==> config.mk <==
export PLATFORM = sky130hd
export DESIGN_NAME = contador_nbit_mod
export DESIGN_NICKNAME = d
export VERILOG_FILES = /design/src/rtl/contador_nbit_mod.sv
export SDC_FILE = /design/constraint.sdc
export NUM_CORES = 1
export LEC_CHECK = 0
export BUFFER_PORTS_ARGS = -buffer_cell sky130_fd_sc_hd__buf_2
export CAP_MARGIN = 25
export CORE_MARGIN = 3
export CORE_UTILIZATION = 35
export CTS_BUF_LIST = sky130_fd_sc_hd__clkbuf_2 sky130_fd_sc_hd__clkbuf_4 sky130_fd_sc_hd__clkbuf_8
export DETAILED_ROUTE_END_ITERATION = 7
export SYNTH_ARGS = -nofsm -noshare
export SYNTH_HDL_FRONTEND = slang
export SYNTH_SLANG_ARGS = --single-unit
==> constraint.sdc <==
create_clock -name clk -period 4 [get_ports clk]
set_clock_uncertainty 0.2 [all_clocks]
set_input_delay 0.2 -clock clk [delete_from_list [all_inputs] [get_ports clk]]
set_output_delay 0.2 -clock clk [all_outputs]
set_load 0.01 [all_outputs]
==> src/rtl/contador_nbit_mod.sv <==
// N-bit up/down counter with runtime modulo, synchronous load, enable and clock prescaler.
// Define CONTADOR_SATURATE_EN to clamp at the range ends instead of wrapping.
module contador_nbit_mod #(
    parameter int WIDTH    = 16,
    parameter int PRESCALE = 1
) (
    input  logic             clk,
    input  logic             reset,
    input  logic             en,
    input  logic             up_down,
    input  logic             load,
    input  logic [WIDTH-1:0] load_value,
    input  logic [WIDTH-1:0] max_value,
    input  logic             clear_ovf,
    output logic [WIDTH-1:0] contador,
    output logic             tc,
    output logic             ovf
);

    // A one-bit prescaler that never leaves 0 keeps PRESCALE=1 legal without a zero-width vector.
    localparam int              PS_W    = (PRESCALE > 1) ? $clog2(PRESCALE) : 1;
    localparam logic [PS_W-1:0] PS_LAST = PS_W'(PRESCALE - 1);

    logic [WIDTH-1:0] cnt_q, cnt_d;
    logic [PS_W-1:0]  ps_q, ps_d;
    logic             tc_q, tc_d;
    logic             ovf_q, ovf_d;

    logic             step;
    logic             at_top;
    logic             at_zero;
    logic             range_event;
    logic [WIDTH-1:0] step_val;

    always_comb begin
        step    = en && (ps_q == PS_LAST);
        // at_top also covers a count left above a freshly lowered max_value.
        at_top  = (cnt_q >= max_value);
        at_zero = (cnt_q == '0);
        range_event = up_down ? at_top : at_zero;
`ifdef CONTADOR_SATURATE_EN
        if (up_down) step_val = at_top  ? max_value : cnt_q + WIDTH'(1);
        else         step_val = at_zero ? '0        : cnt_q - WIDTH'(1);
`else
        if (up_down) step_val = at_top  ? '0        : cnt_q + WIDTH'(1);
        else         step_val = at_zero ? max_value : cnt_q - WIDTH'(1);
`endif
    end

    always_comb begin
        // NOTE: every next-state signal gets a default first so no path can infer a latch.
        cnt_d = cnt_q;
        ps_d  = ps_q;
        tc_d  = 1'b0;
        ovf_d = clear_ovf ? 1'b0 : ovf_q;

        if (load) begin
            cnt_d = (load_value > max_value) ? max_value : load_value;
            ps_d  = '0;
        end else if (en) begin
            if (step) begin
                ps_d  = '0;
                cnt_d = step_val;
                tc_d  = range_event;
                // A wrap or blocked step overrides a simultaneous clear.
                if (range_event) ovf_d = 1'b1;
            end else begin
                ps_d = ps_q + PS_W'(1);
            end
        end
    end

    // NOTE: sequential state uses non-blocking assignments so all registers update from pre-edge values.
    always_ff @(posedge clk or negedge reset) begin
        if (!reset) begin
            cnt_q <= '0;
            ps_q  <= '0;
            tc_q  <= 1'b0;
            ovf_q <= 1'b0;
        end else begin
            cnt_q <= cnt_d;
            ps_q  <= ps_d;
            tc_q  <= tc_d;
            ovf_q <= ovf_d;
        end
    end

    assign contador = cnt_q;
    assign tc       = tc_q;
    assign ovf      = ovf_q;

endmodule

==> results.md <==
* Leading cell type in the layout, fill and taps excluded: buf_2
* R2R depth at 10
* Metal-1 WL at 4070 um
* PortBufs at 55
* # nets final at 463
* H-tree depth at 1
* Reg2Reg Setup Slack at 1.10 ns
* Max-cap violation count at 0
* Net Sw Frac at 0.457
* Syn Nets at 420
* Antenna Nets Post-Route at 0
* Register area share after synthesis at 0.177
* Antenna cells at 0
* Final core occ at 0.423
* CTS Root Cell: clkbuf_8
* Synthesized area at 2690 um^2
* End point of the critical path: contador[10]
* Top cells by area, synth: dfrtp_1 (18%), ha_1 (16%), nor2_1 (4.5%)
* Worst-Margin Slew at 0.705 ns
* Clock power share at 0.180
* Register area at 475 um^2
* Drt via density at 5.80
* Mean Syn Cell Area at 7.74 um^2
* Comb pwr share at 0.466
* Failing checks: hold timing
* Placed Area at 3010 um^2
* RSZ-0062 raised after global routing: false
* Area leader, netlist: dfrtp_1
* Worst r2r src: contador[0]
* Fin area at 3100 um^2
* CTS sink count at 19
* Cell Rows at 31
* Placer Congestion at 0.874
* FMAX at 296 MHz
* Share of the synthesized area in the top cell type at 0.177
* Die area at 8760 um^2
* DRT Pass-1 Iters at 4
* Final Non-Filler Cells at 488
* Via count of the first global-routing pass at 2648
* Top Metal Used: met4
* Minimum clock period at 3.37 ns
* Class of the worst hold path: primary input to flip-flop
* Final max-slew violation count at 0
* Crit Path Max Fanout at 9
* Worst hold margin at -0.00587 ns
* Chip width at 93.6 um
* First-pass GRT wire length at 13900 um
* Die Ht at 93.6 um
* Kind of critical path: primary input to flip-flop
* Initial Util at 0.366
* Wirelength, routed at 8710 um
* Inst Count DP at 479
* Post-CTS sizing at 0
* Startpoint class of the critical path: primary input
* Clk buf depth at 2
* Metal2 WL at 3960 um
* Synth Register Bits at 19
* YS warnings at 0
* CTS tree: built
* Synth cell types at 64
* Final setup fails at 0
* Max-slew headroom at 0.530
* Commonest non-fill, non-tap cells in the layout: buf_2 (55), ha_1 (35), nor2_1 (32), nand2_1 (25), o21ai_0 (22)
* Share of cells above drive strength 1 at 0.193
* Number of synthesized flops with an enable pin at 0
* Critical path origin: max_value[15]
* DR iter-0 viols at 168
* Ys flop type: dfrtp_1
* Worst vdd ir at 145 uV
* WL met3 at 521 um
* Initial antenna violation count at 0
* Reg clk slew, reported paths at 0.09 ns
* Status: finished with violations
* Fill cells at 766
* Clk_lat worst skew at 0.27 ns
* Leakage at 1.41 nW
* Critical Path AT at 3.34 ns
* Final hold vios at 1
* Synth Instances at 347
* Critical Path Sink Type: flip-flop
* Worst EP required at 3.97 ns
* Setup_tns at 0 ns
* Top Ports at 56
* Largest net degree at the start of global routing at 39
* Int Power at 0.493 mW
* P&R area growth vs syn at 15.6%
* Pwr per Cell Area at 293 nW/um^2
* Seq pwr share at 0.355
* Area of the multi-input gates at 2020 um^2
* Period Utilization, post-route at 0.844
* FFs w/ async S/R, synth at 1.00
* Hpwl dp at 6690 um
* Sw Pwr at 0.416 mW
* CTS buffer count at 3
* Grt ovf at 0
* DRC Markers at 0
* Total core area at 7330 um^2
* FF-to-FF End: contador[4]
* Gr usage total at 0.202
* WL per Instance at 17.8 um
* Via Count at 2831
worst max-delay path: stages:
cell and delay, ns:
dlygate4sd3_1 0.53, buf_2 0.11, inv_1 0.08, ha_1 0.31
and4_1 0.24, nor3b_1 0.40, a21boi_1 0.27, a2111oi_2 0.08
a21oi_2 0.45, mux2_4 0.36, a211o_1 0.28
power by group through the flow:
stage	sequential [mW]	clock, mW	combinational [mW]
3_3_place_gp	0.324	0	0.414
4_1_cts	0.320	0.164	0.424
6_report	0.322	0.163	0.423
2_1_floorplan	0.268	0	0.331
3_5_place_dp	0.324	0	0.418
5_1_grt	0.331	0.171	0.476
layer usage:
layer | up-vias | track usage
li1 | 1370 | -
met1 | 1360 | 0.277
met2 | 89 | 0.328
met3 | 12 | 0.0290
met4 | 0 | 0.0602
met5 | - | 0
state kept, by name, summed over array words and instances, names as in the netlist:
register,count
tc,1
ovf,1
contador,16
ps_q,1
repair_timing:
item / 4_1_cts / 5_1_grt
setup endpoints to repair: 0 / 0
hold buffers: 5 / 0
endpoints found under the hold margin: 23 / 0
buffers inserted: 0 / 0
synth_stat cells (all sizes together), types with 9 or more instances:
master	instances
mux2i	10
dfrtp	19
ha	35
nor2	32
inv	21
clkbuf	18
nand4	9
nor3	11
nand3	13
a211oi	14
a21oi	17
o21ai	23
nand2	25
cell type report:
cell class | count | area share
Sequential cell | 19 | 0.153
Timing Repair Buffer | 64 | 0.114
Tap cell | 99 | 0.0399
Clock buffer | 4 | 0.0157
Inverter | 21 | 0.0254
Multi-Input combinational cell | 281 | 0.651
how the worst min path moves through the flow:
stage                   from  cells past startpoint          end
6_report       load_value[0]                      3  contador[0]
4_1_cts        load_value[0]                      3  contador[0]
3_5_place_dp           reset                      1  contador[6]
2_1_floorplan          reset                      0  contador[0]
3_3_place_gp           reset                      1  contador[6]
5_1_grt        load_value[0]                      3  contador[0]
per-stage QoR:
step           total power [mW]  worst slack, ns
2_1_floorplan             0.600             1.23
3_3_place_gp              0.737             1.03
3_5_place_dp              0.743            0.944
4_1_cts                   0.908            0.658
5_1_grt                   0.978            0.430
6_report                  0.909            0.626
cell families after synthesis:
| kind of cell | synth area share |
|---|---|
| mux | 0.0471 |
| compound gates | 0.231 |
| flops | 0.177 |
| buf+inv | 0.0699 |
| fa+ha+maj | 0.163 |
| xor+xnor | 0.0522 |
| simple gates | 0.260 |
Power figures use the tool's default switching activity.
